==> src/rtl/multicycle_control_fsm.sv <==
`default_nettype none
// ============================================================================
// multicycle_control_fsm : FETCH/DECODE/EXEC/MEM/WB control sequencer with IR,
//                          memory timeout, illegal-instruction trap, retire count
// Rev 1.0
// ============================================================================
module multicycle_control_fsm #(
    parameter int ENABLE_OPIMM = 1,
    parameter int ENABLE_BNE   = 1,
    parameter int MEM_TIMEOUT  = 16,
    parameter int CNT_W        = 32
) (
    input  logic             clk,
    input  logic             rst_n,
    input  logic [31:0]      i_instr,
    input  logic             i_instr_valid,
    output logic             o_instr_ready,
    input  logic             i_alu_zero,
    input  logic             i_dmem_ready,
    input  logic             i_trap_clear,
    output logic             o_reg_alu_mux,
    output logic             o_mem_read,
    output logic             o_mem_write,
    output logic [1:0]       o_alu_op,
    output logic             o_reg_write,
    output logic             o_data_reg_mux,
    output logic             o_branch_ctrl,
    output logic             o_pc_write,
    output logic             o_ir_load,
    output logic             o_illegal_instr,
    output logic             o_mem_fault,
    output logic             o_busy,
    output logic [CNT_W-1:0] o_retired_count
);

    localparam logic [2:0] c_FETCH  = 3'd0;
    localparam logic [2:0] c_DECODE = 3'd1;
    localparam logic [2:0] c_EXEC   = 3'd2;
    localparam logic [2:0] c_MEM    = 3'd3;
    localparam logic [2:0] c_WB     = 3'd4;
    localparam logic [2:0] c_TRAP   = 3'd5;

    localparam int             c_TW       = (MEM_TIMEOUT > 1) ? $clog2(MEM_TIMEOUT) : 1;
    localparam logic [c_TW-1:0] c_TMO_LAST = c_TW'((MEM_TIMEOUT > 0) ? MEM_TIMEOUT - 1 : 0);
    localparam logic           c_TMO_EN   = (MEM_TIMEOUT != 0);

    logic [2:0]       r_state;
    logic [31:0]      r_ir;
    logic [c_TW-1:0]  r_tmo;
    logic [CNT_W-1:0] r_retired;
    logic             r_ill;
    logic             r_mf;

    logic [6:0] w_opc;
    logic [2:0] w_f3;
    logic [6:0] w_f7;
    logic       w_rtype, w_brop, w_opimm;
    logic       w_is_ld, w_is_sd, w_is_add, w_is_sub, w_is_and, w_is_or;
    logic       w_is_addi, w_is_andi, w_is_ori, w_is_beq, w_is_bne;
    logic       w_is_imm_alu, w_use_imm, w_is_branch, w_is_mem, w_legal;
    logic [1:0] w_alu_op;
    logic       w_unused_ir;

    assign w_opc       = r_ir[6:0];
    assign w_f3        = r_ir[14:12];
    assign w_f7        = r_ir[31:25];
    assign w_unused_ir = ^{r_ir[24:15], r_ir[11:7]};

    assign w_rtype   = (w_opc == 7'b0110011);
    assign w_brop    = (w_opc == 7'b1100011);
    assign w_opimm   = (ENABLE_OPIMM != 0) && (w_opc == 7'b0010011);
    assign w_is_ld   = (w_opc == 7'b0000011) && (w_f3 == 3'b011);
    assign w_is_sd   = (w_opc == 7'b0100011) && (w_f3 == 3'b011);
    assign w_is_add  = w_rtype && (w_f3 == 3'b000) && (w_f7 == 7'b0000000);
    assign w_is_sub  = w_rtype && (w_f3 == 3'b000) && (w_f7 == 7'b0100000);
    assign w_is_and  = w_rtype && (w_f3 == 3'b111) && (w_f7 == 7'b0000000);
    assign w_is_or   = w_rtype && (w_f3 == 3'b110) && (w_f7 == 7'b0000000);
    assign w_is_addi = w_opimm && (w_f3 == 3'b000);
    assign w_is_andi = w_opimm && (w_f3 == 3'b111);
    assign w_is_ori  = w_opimm && (w_f3 == 3'b110);
    assign w_is_beq  = w_brop && (w_f3 == 3'b000);
    assign w_is_bne  = (ENABLE_BNE != 0) && w_brop && (w_f3 == 3'b001);

    assign w_is_imm_alu = w_is_addi | w_is_andi | w_is_ori;
    assign w_use_imm    = w_is_ld | w_is_sd | w_is_imm_alu;
    assign w_is_branch  = w_is_beq | w_is_bne;
    assign w_is_mem     = w_is_ld | w_is_sd;
    assign w_legal      = w_is_mem | w_is_add | w_is_sub | w_is_and | w_is_or
                        | w_is_imm_alu | w_is_branch;

    always_comb begin
        w_alu_op = 2'd0;
        if (w_is_ld | w_is_sd | w_is_add | w_is_addi)
            w_alu_op = 2'd2;
        else if (w_is_sub | w_is_branch)
            w_alu_op = 2'd3;
        else if (w_is_or | w_is_ori)
            w_alu_op = 2'd1;
    end

    // Every output is a function of r_state/r_ir; the only input paths are the
    // handshake-completion terms (ir_load, branch outcome, store completion).
    always_comb begin
        o_instr_ready  = 1'b0;
        o_ir_load      = 1'b0;
        o_reg_alu_mux  = 1'b0;
        o_mem_read     = 1'b0;
        o_mem_write    = 1'b0;
        o_alu_op       = 2'd0;
        o_reg_write    = 1'b0;
        o_data_reg_mux = 1'b0;
        o_branch_ctrl  = 1'b0;
        o_pc_write     = 1'b0;
        case (r_state)
            c_FETCH: begin
                o_instr_ready = 1'b1;
                o_ir_load     = i_instr_valid;
            end
            c_EXEC: begin
                o_alu_op      = w_alu_op;
                o_reg_alu_mux = w_use_imm;
                o_pc_write    = w_is_branch;
                o_branch_ctrl = (w_is_beq & i_alu_zero) | (w_is_bne & ~i_alu_zero);
            end
            c_MEM: begin
                o_alu_op      = 2'd2;
                o_reg_alu_mux = 1'b1;
                o_mem_read    = w_is_ld;
                o_mem_write   = w_is_sd;
                o_pc_write    = w_is_sd & i_dmem_ready;
            end
            c_WB: begin
                o_alu_op       = w_alu_op;
                o_reg_alu_mux  = w_use_imm;
                o_reg_write    = 1'b1;
                o_pc_write     = 1'b1;
                o_data_reg_mux = w_is_ld;
            end
            default: ;
        endcase
    end

    always_ff @(posedge clk or negedge rst_n) begin
        if (!rst_n) begin
            r_state   <= c_FETCH;
            r_ir      <= '0;
            r_tmo     <= '0;
            r_retired <= '0;
            r_ill     <= 1'b0;
            r_mf      <= 1'b0;
        end else begin
            case (r_state)
                c_FETCH: begin
                    if (i_instr_valid) begin
                        r_ir    <= i_instr;
                        r_state <= c_DECODE;
                    end
                end
                c_DECODE: begin
                    if (w_legal) begin
                        r_state <= c_EXEC;
                    end else begin
                        r_state <= c_TRAP;
                        r_ill   <= 1'b1;
                    end
                end
                c_EXEC: begin
                    if (w_is_mem) begin
                        r_state <= c_MEM;
                        r_tmo   <= '0;
                    end else if (w_is_branch) begin
                        r_state <= c_FETCH;
                    end else begin
                        r_state <= c_WB;
                    end
                end
                c_MEM: begin
                    // A ready arriving on the last allowed cycle still completes.
                    if (i_dmem_ready) begin
                        r_state <= w_is_ld ? c_WB : c_FETCH;
                    end else if (c_TMO_EN && (r_tmo == c_TMO_LAST)) begin
                        r_state <= c_TRAP;
                        r_mf    <= 1'b1;
                    end else begin
                        r_tmo <= r_tmo + c_TW'(1);
                    end
                end
                c_WB: r_state <= c_FETCH;
                c_TRAP: begin
                    if (i_trap_clear) begin
                        r_state <= c_FETCH;
                        r_ill   <= 1'b0;
                        r_mf    <= 1'b0;
                    end
                end
                default: r_state <= c_FETCH;
            endcase
            if (o_pc_write)
                r_retired <= r_retired + CNT_W'(1);
        end
    end

    assign o_illegal_instr = r_ill;
    assign o_mem_fault     = r_mf;
    assign o_busy          = (r_state != c_FETCH);
    assign o_retired_count = r_retired;

endmodule
`default_nettype wire

==> config.mk <==
export PLATFORM = sky130hd
export DESIGN_NAME = multicycle_control_fsm
export DESIGN_NICKNAME = d
export VERILOG_FILES = /design/src/rtl/multicycle_control_fsm.sv
export SDC_FILE = /design/constraint.sdc
export NUM_CORES = 1
export LEC_CHECK = 0
export CELL_PAD_IN_SITES_DETAIL_PLACEMENT = 0
export CELL_PAD_IN_SITES_GLOBAL_PLACEMENT = 1
export CORE_ASPECT_RATIO = 1.5
export CORE_MARGIN = 4
export CORE_UTILIZATION = 40
export DETAILED_ROUTE_END_ITERATION = 10
export GPL_ROUTABILITY_DRIVEN = 0
export PLACE_DENSITY_LB_ADDON = 0.15
export SLEW_MARGIN = 30
export SYNTH_ARGS = -nofsm -noshare
export SYNTH_HDL_FRONTEND = slang
export SYNTH_SLANG_ARGS = --single-unit
==> constraint.sdc <==
create_clock -name clk -period 7.3 [get_ports clk]
set_input_delay 1.46 -clock clk [delete_from_list [all_inputs] [get_ports clk]]
set_output_delay 1.46 -clock clk [all_outputs]
set_load 0.01 [all_outputs]
==> impl_metrics.env <==
export IMPL_irDropWorstVdd_mv=0.180
export IMPL_drv_slew=0
export IMPL_drc=0
export IMPL_drtIter0Drc=113
export IMPL_routed_wl_um=8140
export IMPL_drt_vias_per_instance=5.53
export IMPL_met3_usage=0.0452
export IMPL_clk_latency_ns=0.33
export IMPL_die_area_mm2=0.00948
export IMPL_die_x_um=80.9
export IMPL_grt_pass1_vias=2673
export IMPL_p_leak_nw=1.52
export IMPL_cts_setup_buffers=0
export IMPL_ys_seq_elements=58
export IMPL_wl_per_cell_um=17.2
export IMPL_setup_tns_final_ns=0
export IMPL_grt_pass1_wl_um=13400
export IMPL_cts_tree="done"
export IMPL_final_common_cell="clkdlybuf4s50_1"
export IMPL_cts_sinks=58
export IMPL_dp_hpwl_um=5830
export IMPL_root_buffer="clkbuf_16"
export IMPL_htree_levels=3
export IMPL_cp_max_fo=19
export IMPL_critPathKind="in2out"
export IMPL_crit_arrival_ns=3.51
export IMPL_skew_ns=0.00546
export IMPL_required_ns=5.84
export IMPL_synth_nets=338
export IMPL_antenna_cells=0
export IMPL_slew_headroom=0.450
export IMPL_fin_nets=405
export IMPL_die_h_um=117
export IMPL_cts_made_buffers=9
export IMPL_track_usage=0.189
export IMPL_synth_flop_cell="dfrtp_1"
export IMPL_pwr_density_cell_mw_per_mm2=284
export IMPL_min_path_type="reg2reg"
export IMPL_layout_min_cycle_time_ns=4.97
export IMPL_syn_to_final_growth_pct=32.3
export IMPL_grt_met2_usage=0.326
export IMPL_async_flop_share=1.00
export IMPL_seq_area_frac_synth=0.456
export IMPL_syn_area_mm2=0.00318
export IMPL_finalSetupViolations=0
export IMPL_drv_cap=0
export IMPL_grt_max_degree=59
export IMPL_p_total_mw=1.20
export IMPL_rows=39
export IMPL_portBuffers=68
export IMPL_ios=84
export IMPL_coreArea_mm2=0.00771
export IMPL_clockBufferDepth=2
export IMPL_drive_gt1_frac=0.119
export IMPL_final_antenna_net_count=0
export IMPL_use_met1=0.222
export IMPL_grt_antenna_before_repair=0
export IMPL_cts_hold_buf=0
export IMPL_synth_warnings=0
export IMPL_synth_distinct_cells=53
export IMPL_synth_edff_count=0
export IMPL_dr_pass1_iters=4
export IMPL_tightest_slew_ns=0.822
export IMPL_cts_clk_slew_worst_paths_ns=0.05
export IMPL_busiest_layer="met2"
export IMPL_crit_path_end_kind="output port"
export IMPL_max_freq_mhz=201
export IMPL_grt_setup_unrepaired="no"
export IMPL_period_share=0.681
export IMPL_synthCells=298
export IMPL_avgSynthCellArea_um2=10.7
export IMPL_layout_common_cells="clkdlybuf4s50_1 (67), dfrtp_1 (58), nand2_1 (20), nor2_1 (18), xor2_1 (18)"
export IMPL_grt_overflow_total=0
export IMPL_cp_start_kind="input pin"
export IMPL_vias=2612
export IMPL_hold_viol=0
export IMPL_status="complete, no violations"
export IMPL_start_util=0.413
export IMPL_cts_resized=0
[cell type report]
| class | instances | area, um^2 |
|---|---|---|
| fillers | 738 | 3500 |
| inverters | 11 | 41.3 |
| clock inverters | 6 | 57.6 |
| clock buffers | 10 | 229 |
| well taps | 102 | 128 |
| repair buffers | 71 | 698 |
| flip-flops and latches | 58 | 1450 |
| multi-input cells | 214 | 1610 |
[kinds of logic after synthesis]
group / count (synthesis) / synth area share
AOI/OAI and AO/OA: 57 / 0.159
xor gates and xnor gates: 34 / 0.0935
adders and majority gates: 2 / 0.00786
buffers and inverters: 26 / 0.0401
DFF: 58 / 0.456
muxes: 18 / 0.0637
and+or+nand+nor: 103 / 0.180
[synth_stat cells (all sizes together), types with 7 or more instances]
cell      n  area, um^2
mux2     18         203
inv      11        41.3
a2111oi  11         190
o21ai    13        65.1
nand4    12        75.1
xnor2    16         140
nand2    20        75.1
buf       8        60.1
nor2     18        67.6
xor2     18         158
nand3    15        87.6
clkbuf    7        26.3
dfrtp    58        1450
[state kept, by name, summed over array words and instances (netlist names)]
| name | cells |
|---|---|
| o_illegal_instr | 1 |
| o_mem_fault | 1 |
| o_retired_count | 32 |
| r_ir | 17 |
| r_state | 3 |
| r_tmo | 4 |
[worst max-delay path, stage by stage]
cell and delay (ns):
clkdlybuf4s50_1 0.65, nand2_1 0.08, or3_1 0.33, buf_4 0.25, nand2_1 0.16, clkdlybuf4s50_1 0.56
[through the flow]
stage               setup slack [ns]  std cells  cell area (um^2)  hold WS, ns  utilization
finish                          2.33        472              4210        0.477        0.546
global route                    2.23        472              4210        0.500        0.546
CTS                             2.34        472              4210        0.481        0.546
detailed placement              2.35        456              3930        0.463        0.509
global placement                2.33        456              3920        0.460        0.509
floorplan                       3.33        298              3180        0.448            -
[metal layers]
metal,share of wire,vias up
met2,0.53,65
li1,-,1231
met4,0.022,0
met3,0.039,17
met1,0.41,1299
met5,0,-
[power breakdown]
part	internal (mW)	switching, mW	total (mW)	leakage, nW
Combinational	0.161	0.149	0.310	0.703
Clock	0.261	0.145	0.406	0.142
Sequential	0.394	0.0857	0.480	0.677
[path summary, 6_finish.rpt]
path / cells after the start / to / startpoint / slack [ns]
max: 6 / o_pc_write / i_dmem_ready / 2.33
min: 1 / o_retired_count[31] / o_retired_count[31] / 0.48
max reg2reg: 5 / o_retired_count[25] / r_state[2] / 4.85
min reg2reg: 1 / o_retired_count[31] / o_retired_count[31] / 0.48
max in group asynchronous: 2 / o_retired_count[4] / rst_n / 5.51
min in group asynchronous: 2 / o_illegal_instr / rst_n / 1.28
Power figures use the tool's default switching activity.
